[config.mk]
export PLATFORM = sky130hd
export DESIGN_NAME = gray_counter_mod
export DESIGN_NICKNAME = d
export VERILOG_FILES = /design/src/rtl/gray_counter_mod.sv
export SDC_FILE = /design/constraint.sdc
export NUM_CORES = 1
export LEC_CHECK = 0
export ABC_AREA = 1
export ABC_CLOCK_PERIOD_IN_PS = 2000
export CAP_MARGIN = 0
export CORE_ASPECT_RATIO = 1.75
export CORE_MARGIN = 2
export CORE_UTILIZATION = 50
export DETAILED_ROUTE_END_ITERATION = 12
export HOLD_SLACK_MARGIN = 0.05
export PLACE_DENSITY = 0.76
export SYNTH_ARGS = -nofsm -noshare
export SYNTH_HDL_FRONTEND = slang
export SYNTH_SLANG_ARGS = --single-unit
[constraint.sdc]
create_clock -name clk -period 2 [get_ports clk]
set_input_delay 0.4 -clock clk [delete_from_list [all_inputs] [get_ports clk]]
set_output_delay 0.4 -clock clk [all_outputs]
set_load 0.01 [all_outputs]
[src/rtl/gray_counter_mod.sv]
// Parametrised Gray-code counter: width/modulo, enable, direction, load, wrap or saturate.
// Optional SVA checker compiled in when GRAY_COUNTER_MOD_ASSERT_EN is defined.

`ifdef GRAY_COUNTER_MOD_ASSERT_EN
module gray_counter_mod_sva #(
  parameter int WIDTH  = 12,
  parameter int MODULO = 0,
  parameter int SAT    = 0
) (
  input logic             clk,
  input logic             rst,
  input logic             en,
  input logic             load,
  input logic [WIDTH-1:0] bin_o,
  input logic [WIDTH-1:0] gray_o,
  input logic             wrap_o,
  input logic             sat_o,
  input logic             zero_o
);
  localparam logic [WIDTH-1:0] MAX_VAL = (MODULO == 0) ? {WIDTH{1'b1}} : WIDTH'(MODULO - 1);

  p_coh: assert property (@(posedge clk) disable iff (!rst)
    gray_o == (bin_o ^ (bin_o >> 1)));

  p_range: assert property (@(posedge clk) disable iff (!rst)
    bin_o <= MAX_VAL);

  if (MODULO == 0) begin : g_onebit
    p_onebit: assert property (@(posedge clk) disable iff (!rst)
      $past(en && !load && !sat_o) |-> ($countones(gray_o ^ $past(gray_o)) <= 1));
  end

  if (SAT == 0) begin : g_live
    p_live: assert property (@(posedge clk) disable iff (!rst)
      (s_eventually always (rst && en && !load)) implies (always s_eventually zero_o));
  end

  p_wrap: assert property (@(posedge clk) disable iff (!rst)
    wrap_o |-> $past(en && !load));
endmodule
`endif

module gray_counter_mod #(
  parameter int WIDTH  = 12,
  parameter int MODULO = 0,
  parameter int SAT    = 0
) (
  input  logic             clk,
  input  logic             rst,
  input  logic             en,
  input  logic             up,
  input  logic             load,
  input  logic [WIDTH-1:0] load_val,
  output logic [WIDTH-1:0] bin_o,
  output logic [WIDTH-1:0] gray_o,
  output logic             wrap_o,
  output logic             sat_o,
  output logic             zero_o
);
  localparam logic [WIDTH-1:0] MAX_VAL  = (MODULO == 0) ? {WIDTH{1'b1}} : WIDTH'(MODULO - 1);
  localparam logic [WIDTH-1:0] ONE_VAL  = {{(WIDTH-1){1'b0}}, 1'b1};
  localparam logic [WIDTH-1:0] ZERO_VAL = {WIDTH{1'b0}};

  function automatic logic [WIDTH-1:0] bin2gray(input logic [WIDTH-1:0] b);
    return b ^ (b >> 1);
  endfunction

  logic [WIDTH-1:0] bin_r;
  logic [WIDTH-1:0] gray_r;
  logic             wrap_r;
  logic             sat_r;
  logic             zero_r;
  logic [WIDTH-1:0] next_bin_s;
  logic             next_wrap_s;
  logic             next_sat_s;
  logic             at_max_s;
  logic             at_zero_s;

  assign at_max_s  = (bin_r == MAX_VAL);
  assign at_zero_s = (bin_r == ZERO_VAL);

  // Next-state selection with priority load > en > hold.
  always_comb begin
    next_bin_s  = bin_r;
    next_wrap_s = 1'b0;
    next_sat_s  = sat_r;
    if (load) begin
      next_bin_s  = (load_val > MAX_VAL) ? MAX_VAL : load_val;
      next_sat_s  = 1'b0;
    end else if (en) begin
      if (up) begin
        if (!at_max_s) begin
          next_bin_s = bin_r + ONE_VAL;
          next_sat_s = 1'b0;
        end else if (SAT == 0) begin
          next_bin_s  = ZERO_VAL;
          next_wrap_s = 1'b1;
          next_sat_s  = 1'b0;
        end else begin
          next_bin_s = bin_r;
          next_sat_s = 1'b1;
        end
      end else begin
        if (!at_zero_s) begin
          next_bin_s = bin_r - ONE_VAL;
          next_sat_s = 1'b0;
        end else if (SAT == 0) begin
          next_bin_s  = MAX_VAL;
          next_wrap_s = 1'b1;
          next_sat_s  = 1'b0;
        end else begin
          next_bin_s = bin_r;
          next_sat_s = 1'b1;
        end
      end
    end else begin
      next_bin_s  = bin_r;
      next_wrap_s = 1'b0;
      next_sat_s  = sat_r;
    end
  end

  // State registers; Gray and zero flag derive from the same next value as the binary count.
  always_ff @(posedge clk or negedge rst) begin
    if (!rst) begin
      bin_r  <= ZERO_VAL;
      gray_r <= ZERO_VAL;
      wrap_r <= 1'b0;
      sat_r  <= 1'b0;
      zero_r <= 1'b1;
    end else begin
      bin_r  <= next_bin_s;
      gray_r <= bin2gray(next_bin_s);
      wrap_r <= next_wrap_s;
      sat_r  <= next_sat_s;
      zero_r <= (next_bin_s == ZERO_VAL);
    end
  end

  assign bin_o  = bin_r;
  assign gray_o = gray_r;
  assign wrap_o = wrap_r;
  assign sat_o  = sat_r;
  // zero_r resets high so the flag is valid the instant reset releases.
  assign zero_o = rst & zero_r;

`ifdef GRAY_COUNTER_MOD_ASSERT_EN
  gray_counter_mod_sva #(
    .WIDTH  (WIDTH),
    .MODULO (MODULO),
    .SAT    (SAT)
  ) u_sva (
    .clk    (clk),
    .rst    (rst),
    .en     (en),
    .load   (load),
    .bin_o  (bin_r),
    .gray_o (gray_r),
    .wrap_o (wrap_r),
    .sat_o  (sat_r),
    .zero_o (zero_o)
  );
`endif
endmodule

# ---- Word-level counts from Yosys, hierarchy flattened
# Cells that the tools add are included.
# Widths: inputs -> output; s select.
dict set report classes {
  n_reduce_logical 3
  mux 13
  bitwise_logic 2
  n_addsub 2
  order_cmp 1
  n_eq_ne 1
}
# operator n
set ops {}
lappend ops {{$mux 12} 6}
lappend ops {{$logic_not 12->1} 2}
lappend ops {{$add 12x1->12 const B} 1}
lappend ops {{$eq 12x12->1 const B} 1}
lappend ops {{$gt 12x12->1 const B} 1}
lappend ops {{$sub 12x1->12 const B} 1}
lappend ops {{$xor 12x11->12} 1}
lappend ops {{$mux 1} 7}
lappend ops {{$reduce_bool 2->1} 1}
lappend ops {{$and 1x1->1} 1}
dict set report word_totals {
  out_inout_bits 27
  register_bits 27
}

# ---- Logic depth before layout (Yosys ltp)
dict set report logic_depth {
  ltp_word 6
  mapped_depth 16
  ltp_nobuf 15
}

# ---- Least setup slack after synthesis
# Ideal clock, no wire load.
dict set report synth_path {
  path_kind {register to register}
  from {register bin_r[0] (netlist: bin_o[0])}
  to {register gray_r[4] (netlist: gray_o[4])}
  arrival_ps 1737
  synth_period_minus_slack_ps 1863
  setup_time_ps 126
  path_buffers 0
  stages_incl_launch_ff 13
  t_required_ps 1874
  slack_ps 137
  path_cell_list {dfrtp_1 -> ha_1 -> nand3_2 -> inv_2 -> nand3b_2 -> nor2_2 -> nor2_2 -> nand3_1 -> nand2_1 -> nand2_1 -> nand2_1 -> inv_1 -> ha_1}
}
dict set report synth_between {
  elab_chain_cells 6
  word_cells_on_any_way 10
  classes_between {add/sub: 2; eq/ne: 1; mux: 5; bitwise: 1; reduce/logical: 1}
}
# item line
set synth_lines {}
lappend synth_lines {{start: declaration} 68} ;# logic [WIDTH-1:0] bin_r;
lappend synth_lines {{start signal: assignment} 132} ;# bin_r <= next_bin_s;
lappend synth_lines {{$sub 12x1->12 (tied with other cells)} 105} ;# next_bin_s = bin_r - ONE_VAL;
lappend synth_lines {{$mux 12 (on tied branches)} {104, 92}}
lappend synth_lines {{$mux 12 (*)} 91} ;# if (up) begin
lappend synth_lines {{$mux 12 (*)} 90} ;# end else if (en) begin
lappend synth_lines {{$mux 12 (*)} 87} ;# if (load) begin
lappend synth_lines {{named net next_bin_s[5]} 73} ;# logic [WIDTH-1:0] next_bin_s;
lappend synth_lines {{$xor 12x11->12 (*)} 65} ;# return b ^ (b >> 1);
lappend synth_lines {{end signal: assignment} 133} ;# gray_r <= bin2gray(next_bin_s);
lappend synth_lines {{end: declaration} 69} ;# logic [WIDTH-1:0] gray_r;
# The timed path passes the listed nets; every way through them passes the cells marked *.
# A chain may end at the register's enable or synchronous reset.

# ---- Final worst setup path
dict set report layout_path {
  from {register bin_r[6] (netlist: bin_o[6])}
  to {register zero_r}
}
dict set report layout_between {
  elab_chain_cells 6
  word_cells_on_any_way 10
  classes_between {add/sub: 2; eq/ne: 1; mux: 5; reduce/logical: 2}
}
# item line
set layout_lines {}
lappend layout_lines {{$sub 12x1->12 (tied with other cells)} 105}
lappend layout_lines {{$mux 12 (on tied branches)} {104, 92}}
lappend layout_lines {{$mux 12 (*)} 91}
lappend layout_lines {{$mux 12 (*)} 90}
lappend layout_lines {{$mux 12 (*)} 87}
lappend layout_lines {{named net next_bin_s[9]} 73}
lappend layout_lines {{$logic_not 12->1 (*)} 136} ;# zero_r <= (next_bin_s == ZERO_VAL);
lappend layout_lines {{end signal: assignment} 136}
lappend layout_lines {{end: declaration} 72} ;# logic zero_r;
# Marked as above.

==> summary.txt <==
Status
  • Run status: complete, no violations

Drt
  • Total detailed-routing wirelength: just over 6000 µm
  • Post-detailed-route via-to-cell ratio: roughly 5.3
  • Number of iterations in the first detailed-routing pass: 4
  • Detailed router's first-iteration violation count: between 80 and 90
  • Count of vias placed by the detailed router: approximately 2,200
  • Number of nets with antenna violations after detailed routing: 0
  • Routed wirelength normalized by instance count: between 10 and 15 µm
  • Drt drc: 0

Placed design
  • Buffers added on ports: 42
  • Post-Place Cells: around 400
  • Detailed-placement wirelength estimate: between 4000 and 5000 µm
  • Placer congestion estimate: around 1.0

Global routing
  • GR Overflow Total: 0
  • Vias in the first global route: roughly 2,100
  • Initial antenna violation count: 0
  • Global-route wire length before repair: between 9000 and 10,000 µm
  • Largest net degree at the start of global routing: 26
  • Aggregate global-route resource usage: ~29%

Clock tree
  • Clock slew at reported path FFs: 80 ps
  • Cts bufs inserted: 3
  • Later-pin clock latency in the skew report: roughly 270 ps
  • Maximum clock insertion buffer count: 2
  • Num Clock Sinks: 25
  • Clock root buffer: sky130_fd_sc_hd__clkbuf_8
  • H-tree Lvls: 1
  • CTS tree: built
  • Hold-fix buffers, CTS: 0

STA
  • Fin crit period: between 1500 and 2000 ps
  • Post-Route Hold Slack: approximately 570 ps
  • Final Skew: between 1.5 and 2 ps
  • Count of final hold-check violations: 0
  • Period utilisation layout: 98.89%
  • Highest clock frequency the design can meet: just over 500 MHz
  • RSZ-0062 raised after global routing: yes
  • Setup violators final: 0
  • Max-slew violation count: 0

Finish
  • Fraction of final layout cells sized beyond drive strength 1: 29.75%
  • Number of standard cells in the final layout excluding fillers: 409
  • Fill cell count: about 260
  • Seq. cell area: 635.6 µm²
  • Area growth, synth to finish: 53.38%
  • Most common cell after layout, fill and taps aside: sky130_fd_sc_hd__nand2_1
  • Final antenna diode count: 0
  • Number of nets in the final layout: 390
  • Area used by multi-input combinational logic: 0.001206 mm²
  • Commonest cells after routing, fill and taps aside: sky130_fd_sc_hd__nand2_1, sky130_fd_sc_hd__buf_4, sky130_fd_sc_hd__clkdlybuf4s50_1

Setup path
  • Startpoint of the worst register-to-register path: bin_o[6]$_DFF_PN0_
  • Critical path type: register to register
  • Timing startpoint of the critical path: bin_o[6]$_DFF_PN0_
  • Highest fanout seen on the critical path: 6
  • Kind of capture point of the worst setup path: register
  • Worst setup slack for register-to-register paths: between 20 and 25 ps
  • R2R Path End: zero_r$_DFF_PN1_
  • Depth of the worst register-to-register path: 13
  • Worst endpoint required time: roughly 2200 ps
  • Timing endpoint of the critical path: zero_r$_DFF_PN1_
  • Startpoint types: register
  • Data arrival time of the worst path: around 2200 ps

Synth
  • Netlist area before placement: roughly 0.0019 mm²
  • Post-Synthesis Cells: 280
  • Mean instance size in the synthesized netlist: around 6.7 µm²
  • Net count after synthesis: between 300 and 400
  • Synth unique cells: 30
  • Top area cells in the synthesized netlist: sky130_fd_sc_hd__dfrtp_1, sky130_fd_sc_hd__nand2_1, sky130_fd_sc_hd__nand3_1
  • Number of storage elements in the synthesis netlist: 25
  • Number of synthesis warnings: 0
  • Post-synth top area cell: sky130_fd_sc_hd__dfrtp_1
  • Share of the synthesized area in the top cell type: approximately a third
  • Share of the yosys chip area belonging to registers: about 34%

Power
  • Highest ir drop seen on vdd: between 0.6 and 0.7 mV
  • Ratio of total power to cell area: 586.8 mW/mm²
  • Leakage dissipation: roughly 1.4 nW
  • Total Power: approximately 1.7 mW

Floorplanning
  • Initial Utilization: a little over half
  • Die area: 0.004260 mm²
  • Core Footprint: 0.003592 mm²
  • Vertical extent of the die: 84.86 µm
  • Total number of placement rows: 29
  • Die width: 50.21 µm
  • Number of top-level design ports: 44

Job
  • Max Cap Violations: 0

Min path
  • Hold/Removal Path Class: input pin to asynchronous set/reset pin
where the power goes:
| group | internal (mW) | total (mW) | switching [mW] |
|---|---|---|---|
| combinational | 0.369 | 0.747 | 0.377 |
| clock | 0.143 | 0.295 | 0.153 |
| sequential | 0.575 | 0.639 | 0.0645 |
how the worst min path moves through the flow:
| stage | startpoint | endpoint | slack, ps | cells after the start |
|---|---|---|---|---|
| final | rst | gray_o[3]$_DFF_PN0_ | 570 | 2 |
| after floorplan | rst | bin_o[0]$_DFF_PN0_ | 100 | 0 |
| after detailed placement | bin_o[11]$_DFF_PN0_ | bin_o[11]$_DFF_PN0_ | 840 | 5 |
| after global routing | rst | gray_o[6]$_DFF_PN0_ | 630 | 2 |
| after global placement | bin_o[11]$_DFF_PN0_ | bin_o[11]$_DFF_PN0_ | 840 | 5 |
| after CTS | rst | gray_o[1]$_DFF_PN0_ | 600 | 2 |
repair_timing:
item	CTS	global route
endpoints found under the setup margin	2	10
gates cloned	0	0
setup buffers	1	3
pin swaps	6	12
gates resized for setup	11	35
synth_stat cells, drive strengths merged:
master	instances
nand3b	1
clkinv	1
nand2	103
nor3	1
ha	9
nor2	33
or2	1
conb	1
a211oi	1
a22oi	1
a21oi	17
nand3	28
buf	7
nand4	3
a21boi	1
inv	35
dfstp	1
o21ai	8
dfrtp	24
clkbuf	1
xor2	3
logic make-up after synthesis:
group,Yosys count,synth area share [%]
AOI/OAI and AO/OA,28,8.507
other,1,0.2007
xor gates and xnor gates,3,1.407
adders and majority gates,9,6.028
buffers and inverters,44,10.05
DFF,25,33.56
and+or+nand+nor,170,40.25
metrics by stage:
step                setup TNS [ps]  util (%)  instance area [µm²]  setup WS (ps)
finish                           0     79.76                 2865          22.12
detailed placement          -441.7     72.80                 2615         -118.6
CTS                              0     75.30                 2705          7.965
global route                -114.0     79.76                 2865         -57.13
global placement            -261.7     72.80                 2615         -93.97
floorplan                        0         -                 1868          136.8
worst max-delay path, cell delays in order (launching register included):
cell and delay [ps]:
sky130_fd_sc_hd__dfrtp_1 490, sky130_fd_sc_hd__nand2_1 80, sky130_fd_sc_hd__nor2_1 250, sky130_fd_sc_hd__nand3b_4 120
sky130_fd_sc_hd__nor2_4 120, sky130_fd_sc_hd__nor2_4 70, sky130_fd_sc_hd__nand2_1 80, sky130_fd_sc_hd__nand3_1 80
sky130_fd_sc_hd__nand2_1 120, sky130_fd_sc_hd__nand2_2 60, sky130_fd_sc_hd__inv_1 50, sky130_fd_sc_hd__ha_1 140
sky130_fd_sc_hd__nand4_1 110, sky130_fd_sc_hd__nor2_1 130
registers in the layout, indices dropped and copies added (netlist names):
signal	count
gray_o	11
bin_o	12
wrap_o	1
zero_r	1
per-layer routing:
layer	track usage (%)	part of all wire, %
met5	0	0
met4	18.18	4.3
met3	1.408	4.4
met2	52.03	56
met1	32.26	36
area by class of cell:
cell class,count,area share (%)
well taps,46,2.009
repair buffers,87,27.12
inverters,36,5.022
flip-flops and latches,25,22.18
multi-input cells,211,42.10
clock buffers,4,1.572
Note: power is estimated with default switching activity, not from simulation.
